File: config.mk
export PLATFORM = sky130hd
export DESIGN_NAME = drum_voice
export DESIGN_NICKNAME = d
export VERILOG_FILES = /design/src/rtl/drum_voice.sv
export SDC_FILE = /design/constraint.sdc
export NUM_CORES = 1
export LEC_CHECK = 0
export BUFFER_PORTS_ARGS = -buffer_cell sky130_fd_sc_hd__buf_2
export CAP_MARGIN = 20
export CORE_MARGIN = 4
export CORE_UTILIZATION = 50
export CTS_CLUSTER_SIZE = 20
export DETAILED_ROUTE_END_ITERATION = 16
export PLACE_DENSITY = 0.68
export SETUP_SLACK_MARGIN = 0.15
export SKIP_CTS_REPAIR_TIMING = 1
export SLEW_MARGIN = 5
export SYNTH_ARGS = -nofsm -noshare
export SYNTH_HDL_FRONTEND = slang
export SYNTH_SLANG_ARGS = --single-unit
export TNS_END_PERCENT = 100
File: constraint.sdc
create_clock -name audio_tick -period 3.2 [get_ports audio_tick]
set_clock_uncertainty 0.15 [all_clocks]
set_input_delay 0.16 -clock audio_tick [delete_from_list [all_inputs] [get_ports audio_tick]]
set_output_delay 0.16 -clock audio_tick [all_outputs]
set_load 0.02 [all_outputs]
File: src/rtl/drum_voice.sv
// drum_voice: triggered square-wave drum voice with downward pitch sweep and linear amplitude decay.
// Optional macro DRUM_VOICE_NOISE_EN adds an LFSR that scrambles the sample sign (snare-like).
module drum_voice #(
  parameter logic [15:0] PITCH_START = 16'd2400,
  parameter logic [15:0] PITCH_END   = 16'd300,
  parameter logic [15:0] PITCH_STEP  = 16'd40,
  parameter int          DECAY_SHIFT = 4
) (
  input  logic               audio_tick,
  input  logic               reset,
  input  logic               trigger,
  output logic signed [15:0] sample,
  output logic               active
);
  typedef enum logic {IDLE, PLAY} state_t;
  state_t state_q, state_d;
  logic [15:0] phase_q, phase_d, freq_q, freq_d;
  logic [7:0] amp_q, amp_d;
  logic signed [15:0] sample_q, sample_d, mag;
  logic play, step, sign;
  assign play = state_q == PLAY;
  generate
    if (DECAY_SHIFT == 0) begin : g_nodcnt
      assign step = 1'b1;
    end else begin : g_dcnt
      logic [DECAY_SHIFT-1:0] dcnt_q;
      always_ff @(posedge audio_tick or posedge reset)
        if (reset) dcnt_q <= '0;
        else dcnt_q <= trigger ? '0 : dcnt_q + DECAY_SHIFT'(play);
      assign step = &dcnt_q;
    end
  endgenerate
`ifdef DRUM_VOICE_NOISE_EN
  logic [14:0] lfsr_q;
  always_ff @(posedge audio_tick or posedge reset)
    if (reset) lfsr_q <= 15'h7FFF;
    else lfsr_q <= {lfsr_q[13:0], lfsr_q[14] ^ lfsr_q[13]};
  assign sign = phase_q[15] ^ lfsr_q[0];
`else
  assign sign = phase_q[15];
`endif
  always_ff @(posedge audio_tick or posedge reset)
    if (reset) begin
      state_q  <= IDLE;
      phase_q  <= '0;
      freq_q   <= PITCH_START;
      amp_q    <= '0;
      sample_q <= '0;
    end else begin
      state_q  <= state_d;
      phase_q  <= phase_d;
      freq_q   <= freq_d;
      amp_q    <= amp_d;
      sample_q <= sample_d;
    end
  // trigger wins over the decay step that would otherwise end the note
  always_comb begin
    state_d = trigger ? PLAY : (play && step && amp_q == 8'd1) ? IDLE : state_q;
    phase_d = trigger ? '0 : play ? phase_q + freq_q : phase_q;
    amp_d   = trigger ? 8'd255 : (play && step) ? amp_q - 8'd1 : amp_q;
    freq_d  = trigger ? PITCH_START : !(play && step) ? freq_q :
              (freq_q <= PITCH_END + PITCH_STEP) ? PITCH_END : freq_q - PITCH_STEP;
  end
  always_comb begin
    mag      = {1'b0, amp_q, 7'd0};
    sample_d = play ? (sign ? -mag : mag) : '0;
  end
  assign sample = sample_q;
  assign active = play;
endmodule

* Word-level counts from Yosys, hierarchy flattened
Index checks and enable logic that the tools add are counted.
W data, S select, Z words.
** Operators by class
- Add/sub/neg operators :: 5
- $lt $le $gt $ge :: 1
- Eq/ne operators :: 1
- Muxes and demuxes :: 12
- Reduce and logical (&&, ||, !) cells :: 6
** Operator list (number)
- $mux W16 :: 7
- $add A16 B16 Y16 :: 1
- $le A16 B9 Y1 const B :: 1
- $mux W8 :: 2
- $neg A15 Y16 :: 1
- $sub A16 B6 Y16 const B :: 1
- $eq A8 B1 Y1 const B :: 1
- $sub A8 B1 Y8 const B :: 1
- $reduce_bool A2 Y1 :: 3
- $add A4 B1 Y4 :: 1
- $mux W4 :: 1
- $reduce_and A4 Y1 :: 1
- $logic_and A1 B1 Y1 :: 2
- $mux W1 :: 2
** Word-level totals
- Register bits :: 61
- Bits of input ports :: 3
- Output and inout port bits :: 17
- Logic and storage cells :: 31

* Depth between registers and ports, before layout
- Depth after elaboration :: 5
- Gate-level depth with buffers :: 8
- Mapped depth without buffers :: 8

* Worst setup path before layout
No wires, ideal clock.
- Path type :: register to register
- From :: register freq_q[5]
- To :: register phase_q[9]
- Setup time :: 0.122 ns
- Arrival time :: 2.024 ns
- Required time :: 2.928 ns
- Slack :: 0.905 ns
- Cell stages (with the launch flop) :: 8
- Path buffers :: 0
- Period minus slack after synthesis :: 2.295 ns
- Cells stage by stage :: dfstp_2 > ha_1 > a21o_1 > a21oi_1 > a21oi_1 > o21a_1 > or3_1 > a32o_1
** On the way
- Cells in the longest elaborated chain, start to end :: 3
** RTL lines
- start: declaration :: RTL line 17 : logic [15:0] phase_q, phase_d, freq_q, freq_d;
- start signal: assignment :: RTL line 52 : freq_q <= freq_d;
- $add A16 B16 Y16 :: RTL line 59 : phase_d = trigger ? '0 : play ? phase_q + freq_q : phase_q;
- $mux W16 (2 in a row) :: RTL line 59
- end signal: assignment :: RTL line 51 : phase_q <= phase_d;
- end: declaration :: RTL line 17
Every way passes these cells. The select of a mux whose other input is x is not followed.
A chain may end at the register's enable or synchronous reset.

* Worst setup path after layout
- From :: register freq_q[5]
- To :: register phase_q[13]
Same word-level chain as after synthesis.

==> impl_metrics.json <==
{
  "run_status": "complete, no violations",
  "leakage_nw": 1.34,
  "fin_crit_ps": 2480,
  "yosys_most_used_dff": "dfrtp_1",
  "synth-edff-count": 0,
  "num-fill-cells": 515,
  "globalRouteOverflowTotal": 0,
  "crit_slowest_cell": "dfstp_2",
  "die_span_x_um": 83.9,
  "io_pins": 20,
  "die_h_um": 83.9,
  "gp_congestion": 0.854,
  "critical-path-top-delay-family": "compound AO/OA/AOI/OAI gates",
  "cts.reportedPaths.clkPinSlew_ps": 100,
  "syn-mean-instance-area_um2": 9.48,
  "cp.required_ps": 3280,
  "start_util": 0.520,
  "r2r_slack_ps": 720,
  "drt-vias-per-instance": 5.51,
  "setup_ws_final_ps": 723,
  "critical_path_depth": 7,
  "residual_drc": 0,
  "area.growth.synth_to_final_pct": 7.64,
  "finalSetupViolations": 0,
  "hpwlAfterDp_mm": 4.00,
  "synth-seq-area-share": 0.436,
  "startpoint_type": "flip-flop",
  "h-tree-depth": 2,
  "synthDistinctLibCells": 55,
  "preCtsSetupSlack_ps": 735,
  "min-delay-path-class": "in2reg",
  "mostFrequentLayoutCell": "dfrtp_1",
  "drtIter0Drc": 144,
  "slew_violations": 0,
  "total_power_mw": 1.15,
  "post-route-period-util": 0.774,
  "firstDrtPassIters": 4,
  "routedWlPerCell_um": 14.4,
  "rr_endpoint": "phase_q[13]",
  "critical_path_class": "reg2reg",
  "power.ir.vdd_worst_mv": 0.171,
  "crit-reg2reg-launch": "freq_q[5]",
  "floorplan.rows": 27,
  "dp_cells": 379,
  "initial_antenna_violation_count": 0,
  "grt_setup_unrepaired": "false",
  "critical_path.max_fanout": 5,
  "postSynthRegisterBits": 50,
  "crit_path_end_kind": "flip-flop",
  "hold_viol": 0,
  "hold_end": "g_dcnt.dcnt_q[3]",
  "yosys_warnings": 0,
  "ff2ff_path_depth": 7,
  "critical_path_max_stage_delay_ps": 570,
  "wl_mm": 5.60,
  "max-slew-margin-rel": 0.609,
  "mostFrequentLayoutCells": "46 x dfrtp_1, 40 x nor2_1, 22 x nand2_1",
  "worst-endpoint-arrival_ps": 2550,
  "final_hold_slack_ps": 152,
  "worstSkewPairLatency_ps": 310,
  "worstPathCellList": "ha_1, a21o_1, a21oi_1, a211oi_1, o41ai_1, nand4_1, o211ai_1",
  "route.antenna.remaining_nets": 0,
  "final_net_count": 337,
  "tritoncts": "built",
  "final_cells": 389,
  "number_of_global_route_vias_before_repair": 2071,
  "worst_pin_slew_ps": 578,
  "globalRouteTotalUtil": 0.173,
  "path_buf_inv": 0,
  "grt_first_pass_wirelength_mm": 10.0,
  "cts_inserted_buffers": 5,
  "powerDensity_mw_per_mm2": 371,
  "timing.max_cap.violations": 0,
  "max_clock_freq_ghz": 0.404,
  "post_synth_instance_area_mm2": 0.00288,
  "portBuffers": 12,
  "cts_sinks": 50,
  "syn-instance-count": 304,
  "clockRootBuffer": "clkbuf_8",
  "post_route_cells_drive_above_1_share": 0.104,
  "core-area_mm2": 0.00554,
  "dr_total_vias": 2144,
  "layout.area.seq_mm2": 0.00126,
  "maximum_number_of_pins_on_one_net_before_global_route_repair": 51,
  "num_antenna_cells": 0,
  "dieArea_mm2": 0.00704,
  "multiInputGateArea_mm2": 0.00151,
  "fin_setup_tns_ps": 0,
  "timing.hold.worst_path_depth": 2,
  "cts_max_path_buffers": 2,
  "min_from": "trigger",
  "post_synth_arst_share": 1.00
}
flip-flops by register name, indices dropped and copies added (netlist names):
| signal | cells |
|---|---|
| active | 1 |
| amp_q | 8 |
| sample | 9 |
| phase_q | 14 |
| g_dcnt.dcnt_q | 4 |
| freq_q | 14 |
worst max path at each step:
stage,slack [ps],endpoint,startpoint
2_1_floorplan,900,phase_q[9],freq_q[5]
4_1_cts,740,phase_q[15],freq_q[3]
5_1_grt,510,phase_q[13],freq_q[5]
3_5_place_dp,740,phase_q[15],freq_q[3]
6_report,720,phase_q[13],freq_q[5]
3_3_place_gp,810,phase_q[15],freq_q[3]
area by class of cell:
class                   count  area share
clock buffers               5      0.0222
clock inverters             3     0.00686
inverters                  11      0.0133
multi-input cells         231       0.487
flip-flops and latches     50       0.405
well taps                  72      0.0290
repair buffers             17      0.0363
routing by layer:
| metal | GRT usage | share of wire | vias to the layer above | routed length (µm) |
|---|---|---|---|---|
| met1 | 0.245 | 0.50 | 1002 | 2780 |
| li1 | - | - | 1086 | - |
| met3 | 0.0326 | 0.046 | 11 | 260 |
| met4 | 0.0541 | 0.020 | 0 | 114 |
| met2 | 0.269 | 0.44 | 45 | 2440 |
| met5 | 0 | 0 | - | 0 |
cell families (layout without fill, tap and decap cells):
group | after synthesis | after routing | synth area share
fa+ha+maj | 18 | 18 | 0.0782
xor+xnor | 24 | 24 | 0.0729
buf+inv | 29 | 36 | 0.0473
simple gates | 117 | 117 | 0.201
other cells | 1 | 7 | 0.00130
compound gates | 60 | 60 | 0.145
mux | 5 | 5 | 0.0178
flops | 50 | 50 | 0.436
power breakdown:
part           internal [mW]  switching (mW)
sequential             0.648          0.0109
combinational         0.0453          0.0738
clock                  0.154           0.217
per-stage QoR:
step                instance area [µm²]   util
CTS                                3070  0.554
global route                       3100  0.560
global placement                   2980  0.538
finish                             3100  0.560
floorplan                          2900      -
detailed placement                 2980  0.538
synthesized netlist by cell type, types with 2 or more instances:
library cell  number  share of area
dfrtp_1           46           0.40
nor2_1            40          0.052
nand2_1           22          0.029
ha_1              18          0.078
xnor2_1           14          0.043
a21oi_1           13          0.023
o21ai_0           12          0.021
nor3_1            11          0.019
inv_1             10          0.013
xor2_1            10          0.030
clkbuf_1           9          0.012
buf_4              7          0.018
nor2b_1            7          0.015
nand3_1            6          0.010
nor4_1             5          0.011
a211oi_1           4          0.010
a21o_1             4          0.010
dfstp_2            4          0.036
mux2i_1            4          0.014
nand2b_1           4         0.0087
nand4_1            4         0.0087
o21a_1             4          0.010
or3_1              4         0.0087
o211ai_1           3         0.0078
or4_1              3         0.0078
a32o_1             2         0.0069
and2_1             2         0.0043
and4_1             2         0.0061
o211a_1            2         0.0069
o31ai_1            2         0.0052
o41ai_1            2         0.0061
No activity file was read; power rests on OpenSTA's default activity.
